--- src/rtl/simmem_pkg.sv ---
// Shared widths and the slot record for the simulated-memory delay path.
package simmem_pkg;

   localparam int IDWidth      = 4;
   localparam int NumSlots     = 8;
   localparam int DelayWidth   = 8;
   localparam int SlotIdxWidth = $clog2(NumSlots);
   localparam int NumIds       = 2 ** IDWidth;

   typedef struct packed {
      logic                  valid;
      logic [IDWidth-1:0]    id;
      logic [DelayWidth-1:0] counter;
   } delay_slot_t;

endpackage

--- src/rtl/simmem_age_matrix.sv ---
// Pairwise allocation order of the delay slots: older[i][j] set means slot i
// was allocated before slot j.
module simmem_age_matrix
   import simmem_pkg::*;
(
   input  logic                                   clk,
   input  logic                                   rst,
   input  logic                                   alloc,
   input  logic [SlotIdxWidth-1:0]                alloc_idx,
   input  logic [NumSlots-1:0]                    alloc_mask,
   input  logic                                   clear,
   input  logic [SlotIdxWidth-1:0]                clear_idx,
   output logic [NumSlots-1:0][NumSlots-1:0]      older
);

   // A retiring slot never coincides with the allocated one, so both updates
   // can apply in the same cycle without conflicting.
   always_ff @(posedge clk or posedge rst) begin
      if (rst) begin
         older <= '0;
      end else begin
         if (clear) begin
            for (int j = 0; j < NumSlots; j++) begin
               older[j][clear_idx] <= 1'b0;
            end
            older[clear_idx] <= '0;
         end
         if (alloc) begin
            for (int j = 0; j < NumSlots; j++) begin
               older[j][alloc_idx] <= alloc_mask[j];
            end
            older[alloc_idx] <= '0;
         end
      end
   end

endmodule

--- src/rtl/simmem_delay_releaser.sv ---
// Per-transaction delay countdown that releases the oldest pending response
// of each ID once its delay has elapsed.
module simmem_delay_releaser
   import simmem_pkg::*;
(
   input  logic                  clk_i,
   input  logic                  rst_i,
   input  logic                  req_valid_i,
   output logic                  req_ready_o,
   input  logic [IDWidth-1:0]    req_id_i,
   input  logic [DelayWidth-1:0] req_delay_i,
   output logic [NumIds-1:0]     release_en_o,
   input  logic                  rsp_valid_i,
   input  logic                  rsp_ready_i,
   input  logic [IDWidth-1:0]    rsp_id_i
);

   delay_slot_t                       slots [NumSlots];
   logic [NumSlots-1:0]               valid;
   logic [NumSlots-1:0]               head;
   logic [NumSlots-1:0]               ret_sel;
   logic [NumSlots-1:0]               ret_vec;
   logic [NumSlots-1:0][NumSlots-1:0] older;
   logic [SlotIdxWidth-1:0]           free_idx;
   logic [SlotIdxWidth-1:0]           ret_idx;
   logic                              alloc;
   logic                              rsp_fire;
   logic                              ret_hit;
   logic                              ret_expired;
   logic                              retire;

   always_comb begin
      for (int i = 0; i < NumSlots; i++) begin
         valid[i] = slots[i].valid;
      end
   end

   // Lowest-index free slot, taken from registered valid bits only.
   always_comb begin
      free_idx = '0;
      for (int i = NumSlots - 1; i >= 0; i--) begin
         if (!valid[i]) begin
            free_idx = SlotIdxWidth'(i);
         end
      end
   end

   assign req_ready_o = |(~valid);
   assign alloc       = req_valid_i && req_ready_o;
   assign rsp_fire    = rsp_valid_i && rsp_ready_i;

   // A slot heads its ID when no other live slot of that ID is older.
   always_comb begin
      for (int i = 0; i < NumSlots; i++) begin
         head[i] = valid[i];
         for (int j = 0; j < NumSlots; j++) begin
            if (j != i && valid[j] && slots[j].id == slots[i].id && older[j][i]) begin
               head[i] = 1'b0;
            end
         end
      end
   end

   always_comb begin
      release_en_o = '0;
      for (int i = 0; i < NumSlots; i++) begin
         if (head[i] && slots[i].counter == '0) begin
            release_en_o[slots[i].id] = 1'b1;
         end
      end
   end

   always_comb begin
      ret_hit     = 1'b0;
      ret_expired = 1'b0;
      ret_idx     = '0;
      for (int i = 0; i < NumSlots; i++) begin
         ret_sel[i] = head[i] && slots[i].id == rsp_id_i;
         if (ret_sel[i]) begin
            ret_hit     = 1'b1;
            ret_expired = slots[i].counter == '0;
            ret_idx     = SlotIdxWidth'(i);
         end
      end
   end

   assign retire  = rsp_fire && ret_hit && ret_expired;
   assign ret_vec = retire ? ret_sel : '0;

   // Counters saturate at zero; the retiring slot is already at zero.
   always_ff @(posedge clk_i or posedge rst_i) begin
      if (rst_i) begin
         for (int i = 0; i < NumSlots; i++) begin
            slots[i] <= '0;
         end
      end else begin
         for (int i = 0; i < NumSlots; i++) begin
            if (slots[i].valid && slots[i].counter != '0) begin
               slots[i].counter <= slots[i].counter - DelayWidth'(1);
            end
            if (ret_vec[i]) begin
               slots[i].valid <= 1'b0;
            end
            if (alloc && free_idx == SlotIdxWidth'(i)) begin
               slots[i] <= '{valid: 1'b1, id: req_id_i, counter: req_delay_i};
            end
         end
      end
   end

   simmem_age_matrix u_age (
      .clk        (clk_i),
      .rst        (rst_i),
      .alloc      (alloc),
      .alloc_idx  (free_idx),
      .alloc_mask (valid & ~ret_vec),
      .clear      (retire),
      .clear_idx  (ret_idx),
      .older      (older)
   );

   retire_legal: assert property (@(posedge clk_i) disable iff (rst_i)
      rsp_fire |-> (ret_hit && ret_expired));

endmodule

--- config.mk ---
export PLATFORM = sky130hd
export DESIGN_NAME = simmem_delay_releaser
export DESIGN_NICKNAME = d
export VERILOG_FILES = /design/src/rtl/simmem_pkg.sv /design/src/rtl/simmem_age_matrix.sv /design/src/rtl/simmem_delay_releaser.sv
export SDC_FILE = /design/constraint.sdc
export NUM_CORES = 1
export LEC_CHECK = 0
export ABC_AREA = 1
export ABC_CLOCK_PERIOD_IN_PS = 7600
export CORE_ASPECT_RATIO = 1.75
export CORE_MARGIN = 1.5
export CORE_UTILIZATION = 35
export DETAILED_ROUTE_END_ITERATION = 7
export PLACE_DENSITY_LB_ADDON = 0.3
export SLEW_MARGIN = 25
export SYNTH_ARGS = -nofsm -noshare
export SYNTH_HDL_FRONTEND = slang
export SYNTH_SLANG_ARGS = --single-unit
--- constraint.sdc ---
create_clock -name clk_i -period 7.6 [get_ports clk_i]
set_input_delay 1.9 -clock clk_i [delete_from_list [all_inputs] [get_ports clk_i]]
set_output_delay 1.9 -clock clk_i [all_outputs]
set_load 0.01 [all_outputs]
== Yosys cells after proc, flatten, opt, wreduce, memory -nomap -nowiden ==
Index checks and enable logic that the tools add are counted.

* Reductions and logical operators: 192
* Multiplexer cells: 154
* Bitwise gates (word level): 23
* $lt $le $gt $ge: 20
* Equal/unequal tests: 71
* Add/subtract/negate cells: 8

{| class="wikitable"
|+ Operators with widths
! operator !! count
|-
| $eq 4x4->1 || 64
|-
| $logic_and 1x1->1 || 158
|-
| $and 64x64->64 || 2
|-
| $mux 16 || 8
|-
| $mux 64 || 2
|-
| $not 64->64 || 2
|-
| $or 16x16->16 || 7
|-
| $mux 13 || 8
|-
| $mux 1 || 91
|-
| $mux 8 || 11
|-
| $and 8x8->8 || 9
|-
| $bwmux 8 || 8
|-
| $logic_not 8->1 || 8
|-
| $reduce_bool 8->1 || 8
|-
| $sub 8x1->8 const B || 8
|-
| $demux 8 s3 || 2
|-
| $mux 3 || 14
|-
| $lt 4x5->1 const B || 8
|-
| $demux 1 s4 || 8
|-
| $ge 4x1->1 const B || 8
|-
| $reduce_bool 2->1 || 16
|-
| $not 8->8 || 3
|-
| $eq 3x3->1 const B || 4
|-
| $lt 3x4->1 const B || 2
|-
| 6 further kinds || 9
|}

* Register bits: 168
* Logic and storage cells: 500
* Input port bits: 21

== Depth between registers and ports, before layout ==
* Depth after elaboration: 29
* Mapped depth: 22
* Gate-level depth less buffers: 21

== Modules after synthesis ==
A second synthesis with hierarchy kept.

* Cell total of the unflattened synthesis: 1850
* Area total of the unflattened synthesis: 12754.7 sq um

{| class="wikitable"
|+ Modules (own cells, without submodules)
! module !! area an instance (sq um) !! cells each !! sequential area each (sq um) !! times used
|-
| simmem_delay_releaser || 9547.9 || 1461 || 2602.5 || 1
|-
| simmem_age_matrix || 3206.8 || 389 || 1601.5 || 1
|}

== Worst setup path after synthesis ==
OpenSTA, ideal clock, no wires.

* Path type: reg-to-output
* Start: reg slots[60] (netlist name)
* End: out release_en_o[1]
* Path buffers: 1
* Path slack: 3.780 ns
* Stages on the path, launching flop included: 15
* Data arrival time: 1.920 ns
* Cell sequence: dfrtp_1 buf_4 inv_1 nand2_1 nand2_1 nor2_1 nand4_1 o21ai_0 nor2_1 nand2_1 nor2_1 inv_1 nor3_1 inv_1 o2111ai_1

* Word-level cells in the longest chain between the ends: 24

{| class="wikitable"
|+ RTL lines
! item !! RTL line !! text
|-
| from (decl) || simmem_delay_releaser.sv:18 || <nowiki>delay_slot_t slots [NumSlots];</nowiki>
|-
| from (signal, indexed assignment) || simmem_delay_releaser.sv:105 || <nowiki>slots[i] <= '{valid: 1'b1, id: req_id_i, counter: req_delay_i};</nowiki>
|-
| $eq 4x4->1 || simmem_delay_releaser.sv:57 || <nowiki>if (j != i && valid[j] && slots[j].id == slots[i].id && older[j][i]) begin</nowiki>
|-
| $logic_and 1x1->1 (2 in series) || simmem_delay_releaser.sv:57 ||
|-
| $mux 1 (5 in series) || simmem_delay_releaser.sv:57 ||
|-
| $logic_and 1x1->1 || simmem_delay_releaser.sv:67 || <nowiki>if (head[i] && slots[i].counter == '0) begin</nowiki>
|-
| $mux 16 || simmem_delay_releaser.sv:67 ||
|-
| $or 16x16->16 (no source line) || -- ||
|-
| $mux 16 || simmem_delay_releaser.sv:67 ||
|-
| $or 16x16->16 (no source line) || -- ||
|-
| [3 not listed] || -- ||
|-
| $or 16x16->16 (no source line) || -- ||
|-
| $mux 16 || simmem_delay_releaser.sv:67 ||
|-
| $or 16x16->16 (no source line) || -- ||
|-
| $mux 16 || simmem_delay_releaser.sv:67 ||
|-
| $or 16x16->16 (no source line) || -- ||
|-
| $mux 16 || simmem_delay_releaser.sv:67 ||
|-
| $or 16x16->16 (no source line) || -- ||
|-
| $mux 16 * || simmem_delay_releaser.sv:67 ||
|-
| to (decl) || simmem_delay_releaser.sv:12 || <nowiki>output logic [NumIds-1:0] release_en_o,</nowiki>
|}

Every way passes the cells marked *; elsewhere a longest branch is shown, timed or not.

== Worst setup path after layout ==
* Start: reg slots[99] (netlist name)
* End: out release_en_o[7]

* Word-level cells in the longest chain between the ends: 26

{| class="wikitable"
|+ RTL lines
! item !! RTL line
|-
| $eq 4x4->1 || simmem_delay_releaser.sv:57
|-
| $logic_and 1x1->1 (2 in series) || simmem_delay_releaser.sv:57
|-
| $mux 1 (7 in series) || simmem_delay_releaser.sv:57
|-
| $logic_and 1x1->1 || simmem_delay_releaser.sv:67
|-
| $mux 16 || simmem_delay_releaser.sv:67
|-
| $or 16x16->16 (no source line) || --
|-
| $mux 16 || simmem_delay_releaser.sv:67
|-
| $or 16x16->16 (no source line) || --
|-
| [3 not listed] || --
|-
| $or 16x16->16 (no source line) || --
|-
| $mux 16 || simmem_delay_releaser.sv:67
|-
| $or 16x16->16 (no source line) || --
|-
| $mux 16 || simmem_delay_releaser.sv:67
|-
| $or 16x16->16 (no source line) || --
|-
| $mux 16 || simmem_delay_releaser.sv:67
|-
| $or 16x16->16 (no source line) || --
|-
| $mux 16 * || simmem_delay_releaser.sv:67
|}

Marked as above.

==> impl_metrics.py <==
metrics = {
    "run_status": {
        "status": "completed",
    },
    "power_and_ir_drop": {
        "power.leakage_nw": 6.63,
        "vdd_drop_max_mv": 0.201,
        "cellPowerDensity_mw_per_mm2": 487,
    },
    "clocking": {
        "cts_hold_buf": 0,
        "cts_inserted_buffers": 17,
        "cts_htree_levels": 4,
        "clk_latency_ps": 460,
        "cts_tree": "built",
        "cts-root-buf": "clkbuf_16",
        "clk_pin_slew_worst_paths_ps": 70,
        "clk_path_buf_depth": 2,
        "clock-sinks": 160,
        "post_cts_resized": 0,
        "cts_setup_buffers": 0,
    },
    "yosys": {
        "synth-seq-cells": 160,
        "synthTopCellsByCount": "527 x nand2_1, 219 x inv_1, 201 x nor2_1, 160 x dfrtp_1, 103 x nand3_1",
        "synth_top_area_cell": "dfrtp_1",
        "synth_area_mm2": 0.0125,
        "syn_inst": 1823,
        "synth_edf_count": 0,
        "avgSynthCellArea_um2": 6.83,
        "synth.yosys.seq_area_share": 0.321,
        "synth_cell_types": 50,
        "ys.warnings.count": 0,
        "yosysTopAreaCellShare": 0.321,
        "synthFlopType": "dfrtp_1",
        "synth_area_leaders": "dfrtp_1 32%, nand2_1 16%, xor2_1 6.8%",
        "yosysMostFrequentCell": "nand2_1",
        "async_reset_ff_frac": 1.00,
        "synth_fp_nets": 1852,
    },
    "global_routing": {
        "grt_overflow_total": 0,
        "use_met2": 0.530,
        "grtUsageMet3": 0.0798,
        "grt_pass1_vias": 12711,
        "grt_max_degree": 62,
        "grtUsageMet1": 0.304,
        "antenna_found_initial": 1,
        "busiest_layer": "met2",
        "grt_pass1_wl_um": 83100,
        "grtUsageTotal": 0.311,
    },
    "finish": {
        "seq_area_mm2": 0.00400,
        "drive_above_1_share": 0.0538,
        "multiInputGateArea_mm2": 0.00708,
        "nets": 1839,
        "fillers": 3746,
        "finalNonFillerCells": 2288,
        "syn_to_final_growth_pct": 8.87,
        "diodes": 0,
    },
    "placed_design": {
        "place_hpwl_um": 41200,
        "place_inst": 2256,
        "portBuffers": 37,
        "gp_congestion": 1.06,
    },
    "sta": {
        "hold_violations": 0,
        "period_share": 0.865,
        "tightest_slew_ps": 1020,
        "skew_ps": 9.75,
        "report.final.slew_viol_count": 0,
        "rsz0062_at_grt": "false",
        "fmax_ghz": 0.152,
        "period_needed_ps": 6580,
        "setup_violations": 0,
        "tns_ps": 0,
        "slew_headroom": 0.315,
    },
    "routing": {
        "wirelength_um": 56200,
        "post_drt_wl_per_cell_um": 24.5,
        "routed_via_density": 5.65,
        "dr.first_iter.drc_count": 1117,
        "drc": 0,
        "vias": 12931,
        "dr.pass1.iters": 6,
        "antenna_left": 0,
    },
    "worst_setup_path": {
        "critPathKind": "reg2out",
        "crit_fanout": 11,
        "crit_arrival_ps": 4680,
        "endpoint_kind": "output port",
        "cp-start-kind": "flop",
        "required_ps": 5700,
    },
    "die": {
        "dieHeight_um": 253,
        "initial_core_util": 0.354,
        "core-area_mm2": 0.0352,
        "die-area_mm2": 0.0368,
        "io_pins": 38,
        "row_count": 91,
        "dieWidth_um": 146,
    },
    "run": {
        "max_cap_violations": 0,
    },
    "min_path": {
        "min-delay-path-class": "reg2reg",
    },
}
-- final timing paths --
check	start	end	slack, ps	cells after the start
max	slots[99]	release_en_o[7]	1020	14
max reg2reg	slots[99]	u_age.older[42]	3260	19
max in group asynchronous	rst_i	slots[89]	4460	3
min	slots[59]	slots[59]	510	2
min in group asynchronous	rst_i	slots[54]	1860	2
min reg2reg	slots[59]	slots[59]	510	2
-- power by group --
| part | leakage (nW) | internal [W] | switching [W] |
|---|---|---|---|
| Sequential | 1.92 | 0.00129 | 0.000805 |
| Combinational | 4.44 | 0.00122 | 0.00242 |
| Clock | 0.273 | 0.000468 | 0.000395 |
| Total | 6.63 | 0.00298 | 0.00362 |
-- stage by stage --
stage,cell area (um^2),setup slack (ps),hold slack [ps],total power [W],utilization
6_report,13600,1020,508,0.00660,0.386
5_1_grt,13600,858,521,0.00708,0.386
4_1_cts,13600,1350,503,0.00646,0.385
3_5_place_dp,13000,1850,487,0.00559,0.369
3_3_place_gp,13000,1840,475,0.00553,0.369
2_1_floorplan,12500,1380,459,0.00454,-
-- sequential cells by signal (all words and copies together) (netlist names) --
register / cells
u_age.older: 56
slots: 104
-- placed cells by master, fill, tap and decap left out, drive strengths merged, types with 10 or more instances in the layout --
cell / Yosys / routed
nand2: 537 / 537
inv: 225 / 227
nor2: 213 / 213
dfrtp: 160 / 160
nand3: 119 / 119
xor2: 97 / 97
o21ai: 84 / 84
a21oi: 44 / 44
nand4: 43 / 43
xnor2: 40 / 40
clkdlybuf4s50: 0 / 37
nor3: 34 / 34
o221ai: 33 / 33
o211ai: 25 / 25
o22ai: 24 / 24
clkbuf: 20 / 20
buf: 62 / 13
o2111ai: 10 / 10
-- worst max-delay path, stage by stage (launching register included) --
cell and delay [ps]:
dfrtp_1 640, inv_1 610, nand2_1 100, nand2_1 90, nor2_1 70, nand3_1 80
nand2_1 240, nor2_2 230, nand3_1 210, nor3_1 570, nand2_1 330, o211ai_1 200
a211oi_1 80, o2111ai_1 160, clkdlybuf4s50_1 590
-- cell type report --
cell class | count | area share
clock inverters | 12 | 0.00793
well taps | 465 | 0.0429
flip-flops and latches | 160 | 0.295
repair buffers | 50 | 0.0345
inverters | 227 | 0.0636
clock buffers | 20 | 0.0337
multi-input cells | 1354 | 0.522
-- per-layer routing --
layer  up-vias  wire length (um)
met4         0              6300
li1       5879                 -
met5         -                 0
met1      6173             18700
met2       607             27400
met3       272              3780
-- kinds of logic after synthesis --
| logic type | synth area share |
|---|---|
| simple gates | 0.334 |
| xor+xnor | 0.0963 |
| flops | 0.321 |
| fa+ha+maj | 0.00803 |
| buf+inv | 0.111 |
| compound gates | 0.129 |
No activity file was read; power rests on OpenSTA's default activity.
